==> src/rtl/qdiv_seq.sv <==
// Request sequencer in front of the serial Q-format sign-magnitude divider.
// Buffers operand pairs, runs one division at a time and bypasses divide-by-zero.
module qdiv_seq #(
    parameter int Q     = 15,
    parameter int N     = 32,
    parameter int DEPTH = 4
) (
    input  logic                    clk,
    input  logic                    rst,
    input  logic                    in_valid,
    output logic                    in_ready,
    input  logic [N-1:0]            in_dividend,
    input  logic [N-1:0]            in_divisor,
    output logic                    out_valid,
    input  logic                    out_ready,
    output logic [N-1:0]            out_quotient,
    output logic                    out_divzero,
    output logic [$clog2(DEPTH):0]  level,
    output logic [N-1:0]            div_dividend,
    output logic [N-1:0]            div_divisor,
    output logic                    div_start,
    input  logic [N-1:0]            div_quotient,
    input  logic                    div_complete
);

    localparam int AW = $clog2(DEPTH);
    localparam logic [AW:0] FULL = (AW + 1)'(DEPTH);

    if (DEPTH < 2 || (DEPTH & (DEPTH - 1)) != 0 || Q < 0 || Q > N - 2) begin : g_bad_params
        $error("qdiv_seq: DEPTH must be a power of two >= 2 and Q must fit in N-1 bits");
    end

    typedef enum logic [1:0] {IDLE, ISSUE, WAIT, OUT} state_t;

    state_t        state;
    state_t        next_state;

    logic [N-1:0]  fifo_dividend [DEPTH];
    logic [N-1:0]  fifo_divisor  [DEPTH];
    logic [AW-1:0] wr_ptr;
    logic [AW-1:0] rd_ptr;
    logic          push;
    logic          pop;
    logic [N-1:0]  head_dividend;
    logic [N-1:0]  head_divisor;
    logic          head_divzero;
    logic          zero_sign;
    logic [N-1:0]  captured;

    // in_ready comes only from the registered level, never from out_ready
    assign in_ready      = (level != FULL);
    assign push          = in_valid && in_ready;
    assign head_dividend = fifo_dividend[rd_ptr];
    assign head_divisor  = fifo_divisor[rd_ptr];
    assign head_divzero  = (head_divisor[N-2:0] == '0);
    assign zero_sign     = head_dividend[N-1] ^ head_divisor[N-1];
    assign captured      = (div_quotient[N-2:0] == '0) ? '0 : div_quotient;

    always_ff @(posedge clk) begin
        if (push && !rst) begin
            fifo_dividend[wr_ptr] <= in_dividend;
            fifo_divisor[wr_ptr]  <= in_divisor;
        end
    end

    // Pointers are exactly log2(DEPTH) bits so they wrap on their own
    always_ff @(posedge clk) begin
        if (rst) begin
            wr_ptr <= '0;
            rd_ptr <= '0;
            level  <= '0;
        end else begin
            if (push) begin
                wr_ptr <= wr_ptr + 1'b1;
            end
            if (pop) begin
                rd_ptr <= rd_ptr + 1'b1;
            end
            case ({push, pop})
                2'b10:   level <= level + 1'b1;
                2'b01:   level <= level - 1'b1;
                default: level <= level;
            endcase
        end
    end

    always_ff @(posedge clk) begin
        if (rst) begin
            state <= IDLE;
        end else begin
            state <= next_state;
        end
    end

    always_comb begin
        next_state = state;
        pop        = 1'b0;
        div_start  = 1'b0;
        out_valid  = 1'b0;
        case (state)
            IDLE: begin
                if (level != '0) begin
                    pop        = 1'b1;
                    next_state = head_divzero ? OUT : ISSUE;
                end
            end
            ISSUE: begin
                div_start  = 1'b1;
                next_state = WAIT;
            end
            WAIT: begin
                if (div_complete) begin
                    next_state = OUT;
                end
            end
            OUT: begin
                out_valid = 1'b1;
                if (out_ready) begin
                    next_state = IDLE;
                end
            end
            default: next_state = IDLE;
        endcase
    end

    // Result and divider operand registers; the divider itself has no reset,
    // so a fresh ISSUE is what discards any stale operation it still runs
    always_ff @(posedge clk) begin
        if (rst) begin
            out_quotient <= '0;
            out_divzero  <= 1'b0;
            div_dividend <= '0;
            div_divisor  <= '0;
        end else begin
            case (state)
                IDLE: begin
                    if (pop) begin
                        if (head_divzero) begin
                            out_quotient <= {zero_sign, {(N-1){1'b1}}};
                            out_divzero  <= 1'b1;
                        end else begin
                            div_dividend <= head_dividend;
                            div_divisor  <= head_divisor;
                        end
                    end
                end
                WAIT: begin
                    if (div_complete) begin
                        out_quotient <= captured;
                        out_divzero  <= 1'b0;
                    end
                end
                default: begin
                end
            endcase
        end
    end

endmodule

==> config.mk <==
export PLATFORM = sky130hd
export DESIGN_NAME = qdiv_seq
export DESIGN_NICKNAME = d
export VERILOG_FILES = /design/src/rtl/qdiv_seq.sv
export SDC_FILE = /design/constraint.sdc
export NUM_CORES = 1
export LEC_CHECK = 0
export ABC_AREA = 1
export CORE_MARGIN = 2
export CORE_UTILIZATION = 49
export DETAILED_ROUTE_END_ITERATION = 12
export GPL_TIMING_DRIVEN = 0
export HOLD_SLACK_MARGIN = 0.06
export PLACE_DENSITY = 0.76
export SETUP_SLACK_MARGIN = 0.02
export SLEW_MARGIN = 20
export SYNTH_ARGS = -nofsm -noshare
export SYNTH_HDL_FRONTEND = slang
export SYNTH_SLANG_ARGS = --single-unit
export TNS_END_PERCENT = 1
==> constraint.sdc <==
create_clock -name clk -period 5.45 [get_ports clk]
set_input_delay 1.635 -clock clk [delete_from_list [all_inputs] [get_ports clk]]
set_output_delay 1.635 -clock clk [all_outputs]
set_load 0.005 [all_outputs]
## After elaboration in Yosys (flattened, before gate mapping)

Memory sizes are Yosys's and may differ from the RTL's. A register that Yosys moved wholly into a read port is not among the register bits.
Cells that the tools add are included.

- Memories kept: 2
- RAM bits: 256
- Flip-flop bits (word level): 106
- Output and inout bits: 103

Memory list:

| name | depth | bits a word | read ports | clocked after memory_dff | write ports | line | source |
|---|---|---|---|---|---|---|---|
| fifo_dividend | 4 | 32 | 1 | 1 | 1 | 38 | `logic [N-1:0] fifo_dividend [DEPTH];` |
| fifo_divisor | 4 | 32 | 1 | 1 | 1 | 39 | `logic [N-1:0] fifo_divisor [DEPTH];` |

- Reduce and logical (&&, ||, !) cells: 12
- Mux-type cells: 25
- Equality and inequality tests: 11
- Add/subtract/negate cells: 4
- Bitwise gates (word level): 2

Operators with widths:

| operator | count |
|---|---|
| $mux 32 | 4 |
| $pmux 32 s2 | 1 |
| $logic_not 31->1 | 2 |
| $mux 2 | 8 |
| $ne 2x2->1 const B | 5 |
| $mux 1 | 9 |
| $pmux 2 s4 | 1 |
| $eq 2x2->1 const B | 3 |
| $pmux 3 s2 | 1 |
| $reduce_and 3->1 | 2 |
| $add 2x1->2 const B | 2 |
| $eq 2x1->1 const B | 2 |
| $reduce_and 4->1 | 1 |
| $reduce_bool 2->1 | 2 |
| $add 3x1->3 const B | 1 |
| $ne 3x3->1 const B | 1 |
| $reduce_bool 3->1 | 1 |
| $sub 3x1->3 const B | 1 |
| $logic_and 1x1->1 | 2 |
| $logic_not 2->1 | 1 |
| $pmux 1 s2 | 1 |
| $logic_not 1->1 | 1 |
| $not 1->1 | 1 |
| $xor 1x1->1 | 1 |

## Depth between registers and ports, before layout

Gate-level depths: netlist of the first run.

- Depth after elaboration: 5
- Gate-level depth with buffers: 17

## Least setup slack after synthesis of the first run

Ideal clock, no wire load.

- Kind: input to register
- From: input port rst
- To: memory fifo_dividend[0][0] (enable)
- Data required time: 4.963 ns
- Cell stages on the path: 4
- Path buffers: 1
- Setup time: 0.487 ns
- Data arrival time: 4.832 ns
- Path slack: 0.131 ns
- Path through: inv_1 > clkbuf_1 > nand3_1 > nor2_1

- Cells in the longest elaborated chain, start to end: 4

Ends and longest elaborated chain:

| item | line | source |
|---|---|---|
| start: declaration | 9 | `input logic rst,` |
| $logic_not 1->1 | 60 | `if (push && !rst) begin` |
| $logic_and 1x1->1 | 60 |  |
| $mux 1 | 60 |  |
| $mux 1 (implied by the code) | 61 | `fifo_dividend[wr_ptr] <= in_dividend;` |
| end: declaration | 38 |  |

Every way passes these cells.

## Worst setup path after layout of the first run

- From: input port rst
- To: memory fifo_dividend[0][12] (enable)

The elaborated chain is that of the path after synthesis.

==> metrics.yaml, run 1 <==
status: "complete, no violations"
grt_pass1_vias: 10400
synthTopCellsByCount: "294 x nand2_1, 256 x edfxtp_1, 222 x nor2_1, 108 x dfxtp_1, 98 x nand3_1"
p_int_mw: 6.24
synthTopCellsByArea: "edfxtp_1 54%, dfxtp_1 15%, nand2_1 7.8%"
postSynthAreaPerCell_um2: 10.5
setup_tns_ns: 0
clk_pin_slew_ns: 0.06
hold_path_class: "reg2reg"
die_y_um: 174
wl_per_cell_um: 17.6
dp_hpwl_mm: 24.0
seqPwrFrac_pct: 37.5
fin_skew_ns: 0.0244
hold_depth: 2
cts_made_buffers: 38
fin_ws_ns: 1.43
fin_util_pct: 63.7
finalHoldViolCount: 0
synth_top_area_cell: "edfxtp_1"
drive_gt1_share_pct: 6.88
io_buffer_count: 203
wl_mm: 35.5
synth-seq-area-share_pct: 69.7
rr_endpoint: "div_divisor[30]"
p_sw_share_pct: 34.6
placementRows: 62
die_w_um: 174
critPathSlowestCell: "nor2_4"
cts_hold_buffers: 0
relSlewSlack_pct: 46.6
ir_drop_v: 0.000314
crit_arrival_ns: 4.23
p_clk_share_pct: 26.8
clkSinkCount: 364
p_sw_mw: 3.31
first_pass_iters: 5
r2r_slack_ns: 2.63
cts_buffer_depth: 3
syn_area_um2: 14100
start_util_pct: 49.5
cts_resized: 0
fin_crit_sh_pct: 73.8
critPathLaunchType: "input pin"
synth_top_area_share_pct: 54.4
path_class: "in2reg"
nFillCells: 2273
leakage_nw: 6.80
r2r_cells: 14
hold_end: "div_divisor[16]"
end_kind: "flop"
core_um2: 28500
p_comb_share_pct: 35.7
worstHoldStart: "div_divisor[16]"
fin_area_um2: 18200
async_reset_ff_share_pct: 0
vias: 10600
grt-ovfl-total: 0
grt_start_max_net_pins: 25
die-area_um2: 30200
vias_per_cell: 5.25
synth_edf_count: 256
cts_tree: "built"
cts_setup_buffers: 0
crit_chain: "clkdlybuf4s50_1, inv_1, clkbuf_1, nand3_1, nor2_4, buf_16, buf_12"
synth_cells: 1345
maxCapViolations: 0
syn_nets: 1456
power.density_nw_per_um2: 525
cpPeakStageDelay_ns: 0.58
yosysWarnings: 0
finalCriticalPeriod_ns: 4.02
clkLatencyLatePin_ns: 0.53
drc: 0
finalSetupViolCount: 0
clock.fmax_mhz: 249
design.portCount: 204
cp.required_ns: 5.66
ys_ff_latch: 364
tightest_slew_ns: 0.799
post_dp_cell_area_um2: 16900
first_iter_violations: 1018
synth_flop_cell: "edfxtp_1"
antenna_found_initial: 2
grt_first_pass_wirelength_mm: 54.5
drv_slew: 0
total_power_mw: 9.55
yosysUniqueCellTypes: 23
fin_nets: 1710
root_buffer: "clkbuf_16"
cts_max_level: 2
rsz0062_at_grt: "no"
ant_nets: 0
area_growth_pct: 28.7
cp_max_fo: 23
pre_cts_ws_ns: 0.846
gp_congestion: 0.798
yosysMostFrequentCell: "nand2_1"
grtUsageTotal_pct: 23.0
diodes: 0
==> metal layers <==
metal / global-route usage [%] / part of all wire, % / vias up
met2: 39.2 / 49 / 421
met4: 8.12 / 2.9 / 2
li1: - / - / 5090
met3: 5.00 / 8.2 / 86
met5: 0 / 0.034 / -
met1: 29.2 / 40 / 4959
==> through the flow <==
stage | cells | hold WS, ns
final | 2012 | 0.466
after floorplan | 1345 | 0.436
after CTS | 2012 | 0.470
after detailed placement | 1943 | 0.459
after global placement | 1932 | 0.454
after global routing | 2012 | 0.494
==> layout make-up <==
type                            instances  area, um^2  share of cell area, %
Sequential cell                       364        9850                   54.2
Multi-Input combinational cell        844        3740                   20.6
Timing Repair Buffer                  214        2300                   12.6
Clock buffer                           50        1040                   5.70
Tap cell                              384         480                   2.64
Buffer                                 80         360                   1.98
Inverter                               57         216                   1.19
Clock inverter                         19         206                   1.14
==> power groups by stage <==
stage / Sequential [mW] / Combinational, mW / Clock, mW
after floorplan: 3.65 / 1.89 / 0
after global placement: 3.65 / 3.26 / 0
after detailed placement: 3.64 / 3.39 / 0
after CTS: 3.59 / 3.41 / 2.59
after global routing: 3.63 / 3.78 / 2.70
final: 3.59 / 3.40 / 2.56
==> critical path, delay by kind of cell <==
family / cells / cell delay (ns)
buf+inv: 5 / 1.57
simple gates: 2 / 0.99
==> cell families after synthesis <==
| family | synth area share [%] |
|---|---|
| AOI/OAI and AO/OA | 7.88 |
| adders and majority gates | 0.938 |
| buffers and inverters | 4.08 |
| DFF | 69.7 |
| and+or+nand+nor | 17.4 |
==> registers in the layout (all words and copies together) (netlist names), named ones only <==
register	cells
out_divzero	1
div_dividend	32
out_quotient	32
rd_ptr	2
wr_ptr	2
level	3
state	2
div_divisor	32
fifo_divisor	128
fifo_dividend	128
==> placed cells by master (no fill, tap or decap), drive strengths merged <==
| master | n |
|---|---|
| a211oi | 1 |
| a21oi | 76 |
| buf | 56 |
| bufinv | 4 |
| clkbuf | 85 |
| clkdlybuf4s50 | 203 |
| clkinv | 9 |
| clkinvlp | 4 |
| dfxtp | 108 |
| edfxtp | 256 |
| fa | 1 |
| ha | 9 |
| inv | 59 |
| nand2 | 294 |
| nand3 | 98 |
| nand4 | 3 |
| nor2 | 222 |
| nor3 | 2 |
| nor4 | 1 |
| o21ai | 105 |
| o22ai | 32 |
==> how the worst max path moves through the flow <==
stage	start	slack, ns	endpoint
floorplan	rst	0.13	fifo_dividend[0][0]
global placement	rst	-2.91	fifo_dividend[3][6]
detailed placement	rst	0.85	fifo_dividend[3][20]
CTS	rst	1.37	fifo_dividend[3][26]
global route	rst	1.23	fifo_dividend[0][14]
finish	rst	1.43	fifo_dividend[0][12]
No activity file was read; power rests on OpenSTA's default activity.
==> inputs of run 2 (changes only) <==
==> constraint.sdc (replaced) <==
create_clock -name clk -period 3.53 [get_ports clk]
set_input_delay 1.059 -clock clk [delete_from_list [all_inputs] [get_ports clk]]
set_output_delay 1.059 -clock clk [all_outputs]
set_load 0.005 [all_outputs]
==> metrics.yaml, run 2 (same netlist as run 1, synthesis figures left out) <==
fin_ws_ns: 0.119  # -1.31 ns
die_w_um: 174  # unchanged
path_class: "in2reg"
clkLatencyLatePin_ns: 0.53  # about the same
p_int_mw: 9.59  # +54%
first_pass_iters: 5  # unchanged
core_um2: 28500  # unchanged
vias: 10700  # +1.2%
die-area_um2: 30200  # unchanged
hold_path_class: "reg2reg"
first_iter_violations: 872  # -14%
rsz0062_at_grt: "yes"
cts_buffer_depth: 3  # unchanged
design.portCount: 204  # unchanged
finalSetupViolCount: 0  # unchanged
largest_registers: "fifo_dividend (128), fifo_divisor (128)"
holdWs_ns: 0.459  # -0.00711 ns
cp_max_fo: 22  # -4.3%
pre_cts_ws_ns: -0.722  # -1.57 ns
grt-ovfl-total: 0  # unchanged
critPathLaunchType: "input pin"
placementRows: 62  # unchanged
grtUsageTotal_pct: 23.2  # +0.21 points
drv_slew: 0  # unchanged
finalHoldViolCount: 0  # unchanged
dp_hpwl_mm: 23.7  # -1.3%
status: "complete, no violations"
maxCapViolations: 0  # unchanged
clkSinkCount: 364  # unchanged
clk_pin_slew_ns: 0.06  # about the same
cts_max_level: 2  # unchanged
seqPwrFrac_pct: 37.6  # about the same
fin_skew_ns: 0.0179  # -0.00649 ns
root_buffer: "clkbuf_16"
fin_area_um2: 18300  # +0.36%
cts_tree: "built"
area_growth_pct: 29.1
vias_per_cell: 5.28  # +0.66%
antenna_found_initial: 4  # +2
stdcell_count: 2022  # +0.50%
power.density_nw_per_um2: 807  # +54%
relSlewSlack_pct: 47.3  # +0.77 points
cp.required_ns: 3.76  # -1.90 ns
clock.fmax_mhz: 293
grt_pass1_vias: 10200  # -1.9%
die_y_um: 174  # unchanged
nFillCells: 2260  # -0.57%
layout_common_cells: "294 x nand2_1, 256 x edfxtp_1, 218 x nor2_1, 203 x clkdlybuf4s50_1, 108 x dfxtp_1"
fin_crit_sh_pct: 96.6
grt_start_max_net_pins: 23  # -8.0%
multi_input_area_um2: 3750  # +0.30%
post_dp_cell_area_um2: 16900  # about the same
drive_gt1_share_pct: 7.33  # +0.45 points
drc: 0  # unchanged
placedCellCount: 1943  # unchanged
grt_first_pass_wirelength_mm: 54.7  # +0.46%
p_clk_share_pct: 26.6  # -0.2 points
gp_congestion: 0.804  # +0.78%
p_sw_mw: 5.13  # +55%
final_common_cell: "nand2_1"
cts_hold_buffers: 0  # unchanged
leakage_nw: 6.85  # +0.72%
crit_arrival_ns: 3.64  # -0.59 ns
ant_nets: 0  # unchanged
ir_drop_v: 0.000521  # +66%
tightest_slew_ns: 0.789  # -0.0104 ns
start_util_pct: 49.5  # unchanged
p_comb_share_pct: 35.8  # about the same
wl_per_cell_um: 17.6  # about the same
fin_nets: 1719  # +0.53%
ff_latch_area_um2: 9850  # unchanged
finalCriticalPeriod_ns: 3.41
io_buffer_count: 203  # unchanged
cts_made_buffers: 39  # +2.6%
p_sw_share_pct: 34.9  # +0.23 points
wl_mm: 35.7  # +0.51%
end_kind: "flop"
==> run 2: cell count changes in the layout (fill, tap and decap cells not counted), sizes merged <==
cell	delta
nor2	+1
clkinvlp	-2
inv	-1
bufinv	-3
diode	+1
buf	+7
clkinv	+2
clkbuf	+5
==> run 2: area by class of cell <==
class / count / share of cell area (%)
repair buffers: 221 / 12.8
flip-flops and latches: 364 / 54.0
clock inverters: 15 / 0.651
clock buffers: 55 / 6.19
multi-input cells: 845 / 20.5
plain buffers: 80 / 1.97
inverters: 57 / 1.19
well taps: 384 / 2.63
diodes: 1 / 0.0137
==> run 2: routing by layer <==
metal / GRT usage, % / routed length [um]
met5: 0 / 44
met3: 4.17 / 2970
met4: 8.89 / 1120
met2: 38.4 / 17100
met1: 30.8 / 14500
==> run 2: worst max-delay path: stages <==
cell,delay [ns]
clkdlybuf4s50_1,0.46
inv_1,0.25
clkbuf_1,0.49
nand3_2,0.35
nor2_4,0.54
buf_16,0.25
buf_12,0.20
==> run 2: path summary, 6_finish.rpt <==
kind              depth (start not counted)  slack (ns)       from              endpoint
hold / removal                            2        0.46  rd_ptr[1]                  flop
hold reg to reg                           2        0.46  rd_ptr[1]                  flop
setup reg to reg                         14        0.70       flop       div_dividend[2]
setup / recovery                          7        0.12        rst  fifo_dividend[0][19]
==> run 2: through the flow <==
step	utilization, %	total power [mW]	setup TNS (ns)
final	63.9	14.7	0
after global routing	63.9	15.6	-0.888
after CTS	63.8	14.8	0
after detailed placement	59.3	10.8	-106.81
after global placement	58.3	10.7	-628.63
after floorplan	-	8.55	-53.60
==> run 2: power by group through the flow <==
stage / Clock [mW] / Sequential [mW] / Combinational, mW
CTS: 3.97 / 5.54 / 5.27
detailed placement: 0 / 5.62 / 5.22
global placement: 0 / 5.62 / 5.03
global route: 4.14 / 5.61 / 5.85
floorplan: 0 / 5.62 / 2.93
finish: 3.92 / 5.53 / 5.27
==> run 2: repair_timing <==
action                                  4_1_cts  5_1_grt
pin swaps                                     2        1
gates cloned                                  1        0
endpoints found under the setup margin       80       73
buffers inserted                              1        6
resized for setup                             1        0
==> inputs of run 3 (changes only) <==
--- a/config.mk
+++ b/config.mk
@@ -6,6 +6,7 @@
 export NUM_CORES = 1
 export LEC_CHECK = 0
 export ABC_AREA = 1
+export CAP_MARGIN = 25
 export CORE_MARGIN = 2
 export CORE_UTILIZATION = 49
 export DETAILED_ROUTE_END_ITERATION = 12
==> metrics.yaml, run 3 (same netlist as run 1, synthesis figures left out) <==
status: "complete, no violations"
fin_area_um2: 18400  # +0.66%
clkSinkCount: 364  # unchanged
tightest_slew_ns: 0.753  # -0.0358 ns
fin_skew_ns: 0.0205  # +0.00265 ns
antenna_found_initial: 4  # unchanged
io_buffer_count: 203  # unchanged
post_dp_cell_area_um2: 16900  # unchanged
drv_slew: 0  # unchanged
cts_made_buffers: 39  # unchanged
finalSetupViolCount: 0  # unchanged
relSlewSlack_pct: 49.7  # +2.4 points
p_comb_share_pct: 35.0  # -0.8 points
grtUsageTotal_pct: 23.3  # +0.084 points
p_clk_share_pct: 28.2  # +1.6 points
r2r_slack_ns: 0.70  # about the same
start_util_pct: 49.5  # unchanged
cp_max_fo: 22  # unchanged
nFillCells: 2229  # -1.4%
cts_buffer_depth: 3  # unchanged
crit_arrival_ns: 3.60  # -0.04 ns
rsz0062_at_grt: "yes"
final_common_cell: "nand2_1"
drive_gt1_share_pct: 7.69  # +0.36 points
root_buffer: "clkbuf_16"
wl_per_cell_um: 17.7  # +0.45%
grt_start_max_net_pins: 23  # unchanged
grt-ovfl-total: 0  # unchanged
fin_nets: 1719  # unchanged
die-area_um2: 30200  # unchanged
clk_pin_slew_ns: 0.06  # about the same
multi_input_area_um2: 3750  # unchanged
vias: 10700  # -0.15%
cts_max_level: 2  # unchanged
ff_latch_area_um2: 9850  # unchanged
cts_hold_buffers: 0  # unchanged
vias_per_cell: 5.27  # -0.25%
power.density_nw_per_um2: 819  # +1.5%
clock.fmax_mhz: 297  # +1.3%
finalHoldViolCount: 0  # unchanged
design.portCount: 204  # unchanged
drc: 0  # unchanged
hold_path_class: "reg2reg"
grt_first_pass_wirelength_mm: 55.0  # +0.47%
p_int_mw: 9.91  # +3.3%
first_pass_iters: 5  # unchanged
dp_hpwl_mm: 23.7  # about the same
grt_pass1_vias: 10300  # +0.80%
clkLatencyLatePin_ns: 0.53  # about the same
ir_drop_v: 0.000461  # -11%
largest_registers: "fifo_dividend (128), fifo_divisor (128)"
gp_congestion: 0.804  # unchanged
placementRows: 62  # unchanged
die_y_um: 174  # unchanged
die_w_um: 174  # unchanged
layout_common_cells: "294 x nand2_1, 256 x edfxtp_1, 218 x nor2_1, 203 x clkdlybuf4s50_1, 108 x dfxtp_1"
p_sw_share_pct: 34.2  # -0.68 points
maxCapViolations: 0  # unchanged
p_sw_mw: 5.14  # +0.24%
finalCriticalPeriod_ns: 3.37  # -0.0425 ns
total_power_mw: 15.1  # +2.2%
cp.required_ns: 3.76  # about the same
ant_nets: 0  # unchanged
first_iter_violations: 791  # -9.3%
area_growth_pct: 30.0
critPathLaunchType: "input pin"
end_kind: "flop"
fin_crit_sh_pct: 95.4  # -1.2 points
core_um2: 28500  # unchanged
cts_tree: "built"
seqPwrFrac_pct: 36.8  # -0.8 points
leakage_nw: 6.91  # +0.87%
wl_mm: 35.9  # +0.55%
path_class: "in2reg"
[run 3: power by group through the flow]
stage	registers (mW)	clock network (mW)	logic [mW]
3_5_place_dp	5.62	0	5.23
5_1_grt	5.61	4.47	5.86
3_3_place_gp	5.62	0	5.03
2_1_floorplan	5.62	0	2.93
6_report	5.54	4.25	5.27
4_1_cts	5.54	4.31	5.28
[run 3: per-stage QoR]
step	utilization, %	instances	worst slack (ns)	setup TNS, ns	hold slack, ns
2_1_floorplan	-	1345	-0.209	-53.60	0.436
3_3_place_gp	58.3	1932	-2.50	-628.63	0.457
3_5_place_dp	59.3	1943	-0.720	-104.91	0.461
4_1_cts	64.2	2017	0.0728	0	0.470
5_1_grt	64.4	2024	-0.00227	-0.00519	0.491
6_report	64.4	2024	0.162	0	0.466
[run 3: metal layers]
layer	global-route usage [%]	vias to the layer above	part of all wire, %
met5	0	-	0.11
met4	9.35	6	3.1
met3	4.10	88	7.3
met2	38.7	439	48
met1	30.6	5014	41
li1	-	5117	-
[run 3: cell type report]
type | instances | area share, %
Buffer | 80 | 1.96
Antenna cell | 1 | 0.0136
Timing Repair Buffer | 221 | 12.8
Multi-Input combinational cell | 845 | 20.4
Clock buffer | 49 | 5.91
Inverter | 57 | 1.18
Sequential cell | 364 | 53.6
Tap cell | 384 | 2.62
Clock inverter | 23 | 1.54
[run 3: final timing paths]
check / from / to / cells past startpoint
worst max-delay path: rst / fifo_dividend[0][19] / 7
worst min-delay path: div_divisor[16] / div_divisor[16] / 2
worst max register to register: flop / div_dividend[2] / 14
worst min register to register: div_divisor[16] / div_divisor[16] / 2
[run 3: critical path, cell delays in order]
cell and delay, ns:
clkdlybuf4s50_1 0.46, inv_1 0.24, clkbuf_1 0.46, nand3_2 0.34, nor2_4 0.54, buf_16 0.25, buf_12 0.20
[run 3: repair_timing]
| item | 4_1_cts | 5_1_grt |
|---|---|---|
| buffers inserted | 1 | 6 |
| pin swaps | 2 | 2 |
| resized for setup | 1 | 0 |
| gates cloned | 1 | 0 |
| setup endpoints to repair | 68 | 54 |
